--- config.mk ---
export PLATFORM = sky130hd
export DESIGN_NAME = sfp_link_ctrl_flat
export DESIGN_NICKNAME = d
export VERILOG_FILES = /design/src/rtl/sfp_pkg.sv /design/src/rtl/sfp_link_ctrl_if.sv /design/src/rtl/sfp_debounce.sv /design/src/rtl/sfp_link_ctrl.sv /design/src/flat_wrapper.sv
export SDC_FILE = /design/constraint.sdc
export NUM_CORES = 1
export LEC_CHECK = 0
export BUFFER_PORTS_ARGS = -buffer_cell sky130_fd_sc_hd__buf_2
export CAP_MARGIN = 10
export CORE_MARGIN = 4
export CORE_UTILIZATION = 35
export CTS_CLUSTER_SIZE = 40
export DETAILED_ROUTE_END_ITERATION = 12
export SYNTH_ARGS = -nofsm -noshare
export SYNTH_HDL_FRONTEND = slang
export SYNTH_SLANG_ARGS = --single-unit
--- constraint.sdc ---
create_clock -name clk -period 2.14 [get_ports clk]
set_input_delay 0.107 -clock clk [delete_from_list [all_inputs] [get_ports clk]]
set_output_delay 0.107 -clock clk [all_outputs]
set_load 0.01 [all_outputs]
--- src/rtl/sfp_pkg.sv ---
// rtl/sfp_pkg.sv - state encoding, status bit indices and helpers for the SFP link controller
package sfp_pkg;

    localparam logic [2:0] ENC_ABSENT     = 3'd0;
    localparam logic [2:0] ENC_SETTLE     = 3'd1;
    localparam logic [2:0] ENC_INIT       = 3'd2;
    localparam logic [2:0] ENC_READY      = 3'd3;
    localparam logic [2:0] ENC_FAULT_RST  = 3'd4;
    localparam logic [2:0] ENC_FAULT_LOCK = 3'd5;

    typedef enum logic [2:0] {
        ST_ABSENT     = ENC_ABSENT,
        ST_SETTLE     = ENC_SETTLE,
        ST_INIT       = ENC_INIT,
        ST_READY      = ENC_READY,
        ST_FAULT_RST  = ENC_FAULT_RST,
        ST_FAULT_LOCK = ENC_FAULT_LOCK
    } sfp_state_t;

    localparam int BIT_MOD_ABS  = 0;
    localparam int BIT_RX_LOS   = 1;
    localparam int BIT_TX_FAULT = 2;
    localparam int NUM_STATUS   = 3;

    // Safe-side reset values: module absent, no signal, no fault.
    localparam logic [NUM_STATUS-1:0] STATUS_RST = 3'b011;

    // States in which the laser must be held off regardless of software.
    function automatic logic tx_held_off(input sfp_state_t s);
        return (s == ST_ABSENT) || (s == ST_SETTLE) ||
               (s == ST_FAULT_RST) || (s == ST_FAULT_LOCK);
    endfunction

endpackage

--- src/rtl/sfp_link_ctrl_if.sv ---
// rtl/sfp_link_ctrl_if.sv - cage pins, software controls and status outputs of one SFP cage
interface sfp_link_ctrl_if #(
    parameter int CNT_W = 16
);
    logic             mod_abs_s;
    logic             rx_los_s;
    logic             tx_fault_s;
    logic             force_disable;
    logic             fault_clr;
    logic             tx_disable;
    logic             sfp_present;
    logic             rx_signal_ok;
    logic             link_ready;
    logic             fault_latched;
    logic [2:0]       state;
    logic [CNT_W-1:0] cnt_insert;
    logic [CNT_W-1:0] cnt_los;
    logic [CNT_W-1:0] cnt_fault;

    modport slave (
        input  mod_abs_s, rx_los_s, tx_fault_s, force_disable, fault_clr,
        output tx_disable, sfp_present, rx_signal_ok, link_ready, fault_latched,
               state, cnt_insert, cnt_los, cnt_fault
    );

    modport master (
        output mod_abs_s, rx_los_s, tx_fault_s, force_disable, fault_clr,
        input  tx_disable, sfp_present, rx_signal_ok, link_ready, fault_latched,
               state, cnt_insert, cnt_los, cnt_fault
    );
endinterface

--- src/rtl/sfp_debounce.sv ---
// rtl/sfp_debounce.sv - single status bit debouncer, flips after DEB_CYCLES+1 disagreeing samples
module sfp_debounce #(
    parameter int   DEB_CYCLES = 1000,
    parameter logic RST_VAL    = 1'b0
) (
    input  logic clk,
    input  logic rst_n,
    input  logic din,
    output logic dout
);
    localparam int CW = $clog2(DEB_CYCLES + 1);

    logic [CW-1:0] cnt;

    // Count consecutive disagreeing samples; any agreement restarts the count.
    always_ff @(posedge clk or negedge rst_n) begin
        if (!rst_n) begin
            cnt  <= '0;
            dout <= RST_VAL;
        end else if (din == dout) begin
            cnt <= '0;
        end else if (cnt == CW'(DEB_CYCLES)) begin
            dout <= din;
            cnt  <= '0;
        end else begin
            cnt <= cnt + CW'(1);
        end
    end
endmodule

--- src/rtl/sfp_link_ctrl.sv ---
// rtl/sfp_link_ctrl.sv - per-cage SFP presence/fault sequencer; event counters built only with SFP_EVENT_CNT_EN
module sfp_link_ctrl
    import sfp_pkg::*;
#(
    parameter int DEB_CYCLES = 1000,
    parameter int T_INSERT   = 10000,
    parameter int T_INIT     = 50000,
    parameter int T_RESET    = 100,
    parameter int MAX_RETRY  = 3,
    parameter int CNT_W      = 16
) (
    input  logic           clk,
    input  logic           rst_n,
    sfp_link_ctrl_if.slave bus
);
    localparam int T_MAX = (T_INSERT > T_INIT)
                         ? ((T_INSERT > T_RESET) ? T_INSERT : T_RESET)
                         : ((T_INIT   > T_RESET) ? T_INIT   : T_RESET);
    localparam int TMR_W = (T_MAX > 1) ? $clog2(T_MAX) : 1;
    localparam int RTY_W = $clog2(MAX_RETRY + 2);

    // Timer is loaded with T-1 and the state is left when it reads zero,
    // giving exactly T cycles of residency.
    localparam logic [TMR_W-1:0] LD_INSERT = TMR_W'(T_INSERT - 1);
    localparam logic [TMR_W-1:0] LD_INIT   = TMR_W'(T_INIT - 1);
    localparam logic [TMR_W-1:0] LD_RESET  = TMR_W'(T_RESET - 1);

    logic [NUM_STATUS-1:0] pins;
    logic [NUM_STATUS-1:0] deb;
    logic                  mod_abs_db, rx_los_db, tx_fault_db;

    sfp_state_t       state_q, state_d;
    logic [TMR_W-1:0] tmr_q, tmr_d;
    logic [RTY_W-1:0] retry_q, retry_d;
    logic             tx_disable_q, link_ready_q;

    assign pins[BIT_MOD_ABS]  = bus.mod_abs_s;
    assign pins[BIT_RX_LOS]   = bus.rx_los_s;
    assign pins[BIT_TX_FAULT] = bus.tx_fault_s;

    for (genvar g = 0; g < NUM_STATUS; g++) begin : g_deb
        sfp_debounce #(
            .DEB_CYCLES (DEB_CYCLES),
            .RST_VAL    (STATUS_RST[g])
        ) u_deb (
            .clk  (clk),
            .rst_n(rst_n),
            .din  (pins[g]),
            .dout (deb[g])
        );
    end

    assign mod_abs_db  = deb[BIT_MOD_ABS];
    assign rx_los_db   = deb[BIT_RX_LOS];
    assign tx_fault_db = deb[BIT_TX_FAULT];

    // Next-state, timer and retry logic; removal overrides everything else.
    always_comb begin
        state_d = state_q;
        tmr_d   = tmr_q;
        retry_d = retry_q;
        if (mod_abs_db) begin
            state_d = ST_ABSENT;
            tmr_d   = '0;
            retry_d = '0;
        end else begin
            case (state_q)
                ST_ABSENT: begin
                    state_d = ST_SETTLE;
                    tmr_d   = LD_INSERT;
                end
                ST_SETTLE: begin
                    if (!bus.force_disable) begin
                        if (tmr_q == '0) begin
                            state_d = ST_INIT;
                            tmr_d   = LD_INIT;
                        end else begin
                            tmr_d = tmr_q - TMR_W'(1);
                        end
                    end
                end
                ST_INIT: begin
                    if (bus.force_disable) begin
                        state_d = ST_SETTLE;
                        tmr_d   = LD_INSERT;
                    end else if (tmr_q == '0) begin
                        if (tx_fault_db) begin
                            state_d = ST_FAULT_RST;
                            tmr_d   = LD_RESET;
                            retry_d = retry_q + RTY_W'(1);
                        end else begin
                            state_d = ST_READY;
                        end
                    end else begin
                        tmr_d = tmr_q - TMR_W'(1);
                    end
                end
                ST_READY: begin
                    if (bus.force_disable) begin
                        state_d = ST_SETTLE;
                        tmr_d   = LD_INSERT;
                    end else if (tx_fault_db) begin
                        state_d = ST_FAULT_RST;
                        tmr_d   = LD_RESET;
                        retry_d = retry_q + RTY_W'(1);
                    end
                end
                ST_FAULT_RST: begin
                    if (tmr_q == '0) begin
                        if (retry_q <= RTY_W'(MAX_RETRY)) begin
                            state_d = ST_INIT;
                            tmr_d   = LD_INIT;
                        end else begin
                            state_d = ST_FAULT_LOCK;
                        end
                    end else begin
                        tmr_d = tmr_q - TMR_W'(1);
                    end
                end
                ST_FAULT_LOCK: begin
                    if (bus.fault_clr) begin
                        state_d = ST_INIT;
                        tmr_d   = LD_INIT;
                        retry_d = '0;
                    end
                end
                default: state_d = ST_ABSENT;
            endcase
        end
    end

    // State register plus registered pin and link outputs.
    always_ff @(posedge clk or negedge rst_n) begin
        if (!rst_n) begin
            state_q      <= ST_ABSENT;
            tmr_q        <= '0;
            retry_q      <= '0;
            tx_disable_q <= 1'b1;
            link_ready_q <= 1'b0;
        end else begin
            state_q      <= state_d;
            tmr_q        <= tmr_d;
            retry_q      <= retry_d;
            tx_disable_q <= tx_held_off(state_d) | bus.force_disable;
            link_ready_q <= (state_q == ST_READY) & ~rx_los_db & ~bus.force_disable;
        end
    end

    assign bus.tx_disable    = tx_disable_q;
    assign bus.link_ready    = link_ready_q;
    assign bus.sfp_present   = ~mod_abs_db;
    assign bus.rx_signal_ok  = ~rx_los_db;
    assign bus.fault_latched = (state_q == ST_FAULT_LOCK);
    assign bus.state         = state_q;

`ifdef SFP_EVENT_CNT_EN
    logic [CNT_W-1:0] cnt_ins_q, cnt_los_q, cnt_flt_q;
    logic             los_prev_q;
    logic             ev_insert, ev_los, ev_fault;

    assign ev_insert = (state_q == ST_ABSENT) && (state_d == ST_SETTLE);
    assign ev_fault  = (state_d == ST_FAULT_RST) && (state_q != ST_FAULT_RST);
    assign ev_los    = rx_los_db && !los_prev_q && !mod_abs_db;

    // Saturating event counters, cleared only by reset.
    always_ff @(posedge clk or negedge rst_n) begin
        if (!rst_n) begin
            cnt_ins_q  <= '0;
            cnt_los_q  <= '0;
            cnt_flt_q  <= '0;
            los_prev_q <= 1'b1;
        end else begin
            los_prev_q <= rx_los_db;
            if (ev_insert && !(&cnt_ins_q)) cnt_ins_q <= cnt_ins_q + CNT_W'(1);
            if (ev_los    && !(&cnt_los_q)) cnt_los_q <= cnt_los_q + CNT_W'(1);
            if (ev_fault  && !(&cnt_flt_q)) cnt_flt_q <= cnt_flt_q + CNT_W'(1);
        end
    end

    assign bus.cnt_insert = cnt_ins_q;
    assign bus.cnt_los    = cnt_los_q;
    assign bus.cnt_fault  = cnt_flt_q;
`else
    assign bus.cnt_insert = {CNT_W{1'b0}};
    assign bus.cnt_los    = {CNT_W{1'b0}};
    assign bus.cnt_fault  = {CNT_W{1'b0}};
`endif

endmodule

--- src/flat_wrapper.sv ---
// flat-port wrapper written by rule: the top's interface ports become plain ports
module sfp_link_ctrl_flat import sfp_pkg::*;
#(
    parameter int DEB_CYCLES = 1000,
    parameter int T_INSERT   = 10000,
    parameter int T_INIT     = 50000,
    parameter int T_RESET    = 100,
    parameter int MAX_RETRY  = 3,
    parameter int CNT_W      = 16
)
  (clk, rst_n, bus_mod_abs_s, bus_rx_los_s, bus_tx_fault_s, bus_force_disable, bus_fault_clr, bus_tx_disable, bus_sfp_present, bus_rx_signal_ok, bus_link_ready, bus_fault_latched, bus_state, bus_cnt_insert, bus_cnt_los, bus_cnt_fault);
  sfp_link_ctrl_if #(.CNT_W(CNT_W)) bus_i ();
  input  logic clk;
  input  logic rst_n;
  input wire logic [$bits(bus_i.mod_abs_s)-1:0] bus_mod_abs_s;
  input wire logic [$bits(bus_i.rx_los_s)-1:0] bus_rx_los_s;
  input wire logic [$bits(bus_i.tx_fault_s)-1:0] bus_tx_fault_s;
  input wire logic [$bits(bus_i.force_disable)-1:0] bus_force_disable;
  input wire logic [$bits(bus_i.fault_clr)-1:0] bus_fault_clr;
  output wire logic [$bits(bus_i.tx_disable)-1:0] bus_tx_disable;
  output wire logic [$bits(bus_i.sfp_present)-1:0] bus_sfp_present;
  output wire logic [$bits(bus_i.rx_signal_ok)-1:0] bus_rx_signal_ok;
  output wire logic [$bits(bus_i.link_ready)-1:0] bus_link_ready;
  output wire logic [$bits(bus_i.fault_latched)-1:0] bus_fault_latched;
  output wire logic [$bits(bus_i.state)-1:0] bus_state;
  output wire logic [$bits(bus_i.cnt_insert)-1:0] bus_cnt_insert;
  output wire logic [$bits(bus_i.cnt_los)-1:0] bus_cnt_los;
  output wire logic [$bits(bus_i.cnt_fault)-1:0] bus_cnt_fault;
  assign bus_i.mod_abs_s = bus_mod_abs_s;
  assign bus_i.rx_los_s = bus_rx_los_s;
  assign bus_i.tx_fault_s = bus_tx_fault_s;
  assign bus_i.force_disable = bus_force_disable;
  assign bus_i.fault_clr = bus_fault_clr;
  assign bus_tx_disable = bus_i.tx_disable;
  assign bus_sfp_present = bus_i.sfp_present;
  assign bus_rx_signal_ok = bus_i.rx_signal_ok;
  assign bus_link_ready = bus_i.link_ready;
  assign bus_fault_latched = bus_i.fault_latched;
  assign bus_state = bus_i.state;
  assign bus_cnt_insert = bus_i.cnt_insert;
  assign bus_cnt_los = bus_i.cnt_los;
  assign bus_cnt_fault = bus_i.cnt_fault;
  sfp_link_ctrl #(.DEB_CYCLES(DEB_CYCLES), .T_INSERT(T_INSERT), .T_INIT(T_INIT), .T_RESET(T_RESET), .MAX_RETRY(MAX_RETRY), .CNT_W(CNT_W)) u_core (.clk(clk), .rst_n(rst_n), .bus(bus_i));
endmodule
==> impl_metrics.json <==
{
  "numCtsBuffers": 9,
  "path_delay_family": "compound AO/OA/AOI/OAI gates",
  "crit_buf_inv": 1,
  "seq_area_um2": 1433,
  "port_buffers": 14,
  "dieArea_um2": 12930,
  "cts.sinks": 57,
  "synth_cell_types": 68,
  "yosysTopAreaCellShare_pct": 34.54,
  "syn_area_per_cell_um2": 8.618,
  "synth_edf_count": 0,
  "wirelength_um": 10630,
  "antenna_found_initial": 0,
  "r2r_slack_ns": 0.08,
  "place_hpwl_um": 7896,
  "grt_pass1_wl_um": 17600,
  "core_um2": 10890,
  "diodes": 0,
  "clock_latency_ns": 0.35,
  "drc": 0,
  "rsz0062_at_grt": "true",
  "final_antenna_net_count": 0,
  "required_ns": 2.38,
  "setup-violations-final": 0,
  "yosysTopAreaCell": "dfrtp_1",
  "design_area_um2": 4780,
  "worstSetupStartpointType": "flip-flop",
  "synth-seq-cells": 57,
  "nets": 549,
  "power_density_nw_per_um2": 490.2,
  "fillers": 1093,
  "synth-async-reset-ratio_pct": 100.0,
  "seq_area_frac_synth_pct": 36.55,
  "multi_input_area_um2": 2287,
  "slowest_stage": "or4_4",
  "crit_chain": "buf_4, or4_4, o31a_1, o31ai_1, a21oi_1, a211o_1",
  "synth_warnings": 0,
  "cp.arrival_ns": 2.30,
  "htreeDepth": 3,
  "min_period_ns": 2.059,
  "root_buffer": "clkbuf_8",
  "clock_skew_ns": 0.006983,
  "top_layer": "met4",
  "gp_congestion": 0.9223,
  "drt_first_pass_iters": 5,
  "clock_path_buffers": 2,
  "die_w_um": 113.7,
  "viasPerCell": 5.217,
  "status": "complete, no violations",
  "utilization_pct": 43.90,
  "endpoint_kind": "flip-flop",
  "ios": 63,
  "final_common_cell": "buf_4",
  "synth_area_leaders": "dfrtp_1 (35%), buf_4 (9.4%), nor2_1 (5.4%)",
  "overflow": 0,
  "max_clock_freq_mhz": 485.7,
  "worst_slew_pin_slew_ns": 0.6045,
  "area_delta_synth_final_pct": 22.16,
  "max_cap_violations": 0,
  "power.static_leakage_nw": 2.280,
  "syn_inst": 454,
  "grt_pass1_vias": 3418,
  "min_path_type": "in -> reg",
  "synth_top_flop_cell": "dfrtp_1",
  "initial_core_util_pct": 35.93,
  "final.period_utilization_pct": 96.21,
  "track_usage_pct": 17.19,
  "wl_met1_um": 4713,
  "clkTransAtPathRegs_ns": 0.08,
  "chipHeight_um": 113.7,
  "met2_length_um": 5069,
  "drive_above_1_share_pct": 25.33,
  "synth_area_um2": 3913,
  "row_count": 38,
  "crit_type": "reg -> reg",
  "drt_iter0_drc": 274,
  "hold_viol": 0,
  "cp_max_fo": 7,
  "cts_tree": "built",
  "relSlewSlack_pct": 59.70,
  "slowest_delay_ns": 0.59,
  "grt_max_degree": 34,
  "dr_wl_met3_um": 671,
  "drv_slew": 0,
  "final_cell_mix": "buf_4 (61), nor2_1 (55), dfrtp_1 (52)",
  "vias": 3532,
  "postPlaceCellArea_um2": 4413,
  "vdd_drop_max_mv": 0.2964,
  "wl_per_cell_um": 15.71
}
cells in the mapped netlist, types with 3 or more instances:
master and number:
or3_1 6, nand2_1 34, o31ai_1 3, xor2_1 15
o21ai_1 6, xnor2_1 12, o2bb2ai_1 4, clkbuf_1 9
nor3_1 11, inv_1 17, nand4b_1 3, a211oi_1 5
buf_4 49, a31oi_1 4, o21ai_0 17, buf_2 3
ha_1 10, dfstp_2 3, nand3_1 20, dfrtp_1 54
o311ai_0 3, nand2b_1 6, nor2_1 56, and3_1 8
o41ai_1 5, nor2b_1 4, o22ai_1 5, nand4_1 3
nor3b_1 4, mux2i_1 3, and2_1 3, nor4_1 7
a21oi_1 16
report_power, final:
group          total, mW  internal [mW]  switching [mW]  leakage, nW
clock               1.03          0.537           0.491       0.0994
combinational      0.180         0.0573           0.123         1.41
sequential          1.14           1.10          0.0324        0.773
what timing repair did:
| action | in CTS | in global routing |
|---|---|---|
| endpoints found under the setup margin | 4 | 22 |
| hold endpoints to repair | 22 | 0 |
| hold buffers | 2 | 0 |
| setup buffers | 0 | 4 |
| resized for setup | 3 | 33 |
| cloned | 0 | 0 |
| pin swaps | 0 | 7 |
path summary, 6_finish.rpt:
path / start / depth (start not counted) / end
min: bus_rx_los_s / 2 / u_core.g_deb[1].u_deb.dout$_DFFE_PN1P_
max in group asynchronous: rst_n / 3 / u_core.tmr_q[14]$_DFFE_PN0P_
max reg2reg: u_core.tmr_q[1]$_DFFE_PN0P_ / 6 / u_core.tmr_q[15]$_DFFE_PN0P_
min reg2reg: u_core.g_deb[1].u_deb.cnt[0]$_DFF_PN0_ / 1 / u_core.g_deb[1].u_deb.cnt[0]$_DFF_PN0_
min in group asynchronous: rst_n / 2 / u_core.g_deb[1].u_deb.cnt[1]$_DFF_PN0_
max: u_core.tmr_q[1]$_DFFE_PN0P_ / 6 / u_core.tmr_q[15]$_DFFE_PN0P_
kinds of logic (layout without fill, tap and decap cells):
group / count (synthesis) / count (layout) / synth area share, %
flops: 57 / 57 / 36.55
compound gates: 90 / 90 / 15.57
other cells: 1 / 48 / 0.09585
buf+inv: 79 / 115 / 12.38
fa+ha+maj: 10 / 10 / 3.198
simple gates: 185 / 185 / 24.82
mux: 5 / 5 / 1.343
xor+xnor: 27 / 27 / 6.044
routing by layer:
| layer | vias to the layer above | global-route usage [%] |
|---|---|---|
| met5 | - | 0 |
| met4 | 0 | 5.208 |
| li1 | 1672 | - |
| met2 | 121 | 27.76 |
| met3 | 23 | 3.926 |
| met1 | 1716 | 22.97 |
layout make-up:
cell class	count	area share, %
Timing Repair Buffer	81	12.96
Sequential cell	57	29.97
Inverter	18	1.492
Clock inverter	7	1.466
Tap cell	140	3.665
Multi-Input combinational cell	365	47.85
Clock buffer	9	2.592
per-stage QoR:
stage | setup WS [ns] | hold WS, ns | total power, mW | setup TNS [ns] | cells
final | 0.08107 | 0.01941 | 2.343 | 0 | 677
after global routing | -0.01864 | 0.01032 | 2.464 | -0.03455 | 677
after CTS | 0.001738 | 0.0009601 | 2.376 | 0 | 673
after detailed placement | -0.03226 | 0.1520 | 1.330 | -0.03755 | 655
after global placement | -0.01814 | 0.1556 | 1.326 | -0.01814 | 655
after floorplan | 0.005863 | -0.1886 | 1.325 | 0 | 501
sequential cells by signal, summed over array words and instances, names as in the netlist:
name                     cells
u_core.bus.link_ready        1
u_core.bus.state             3
u_core.bus.tx_disable        1
u_core.g_deb.u_deb.cnt      30
u_core.g_deb.u_deb.dout      3
u_core.retry_q               3
u_core.tmr_q                16
No activity file was read; power rests on OpenSTA's default activity.
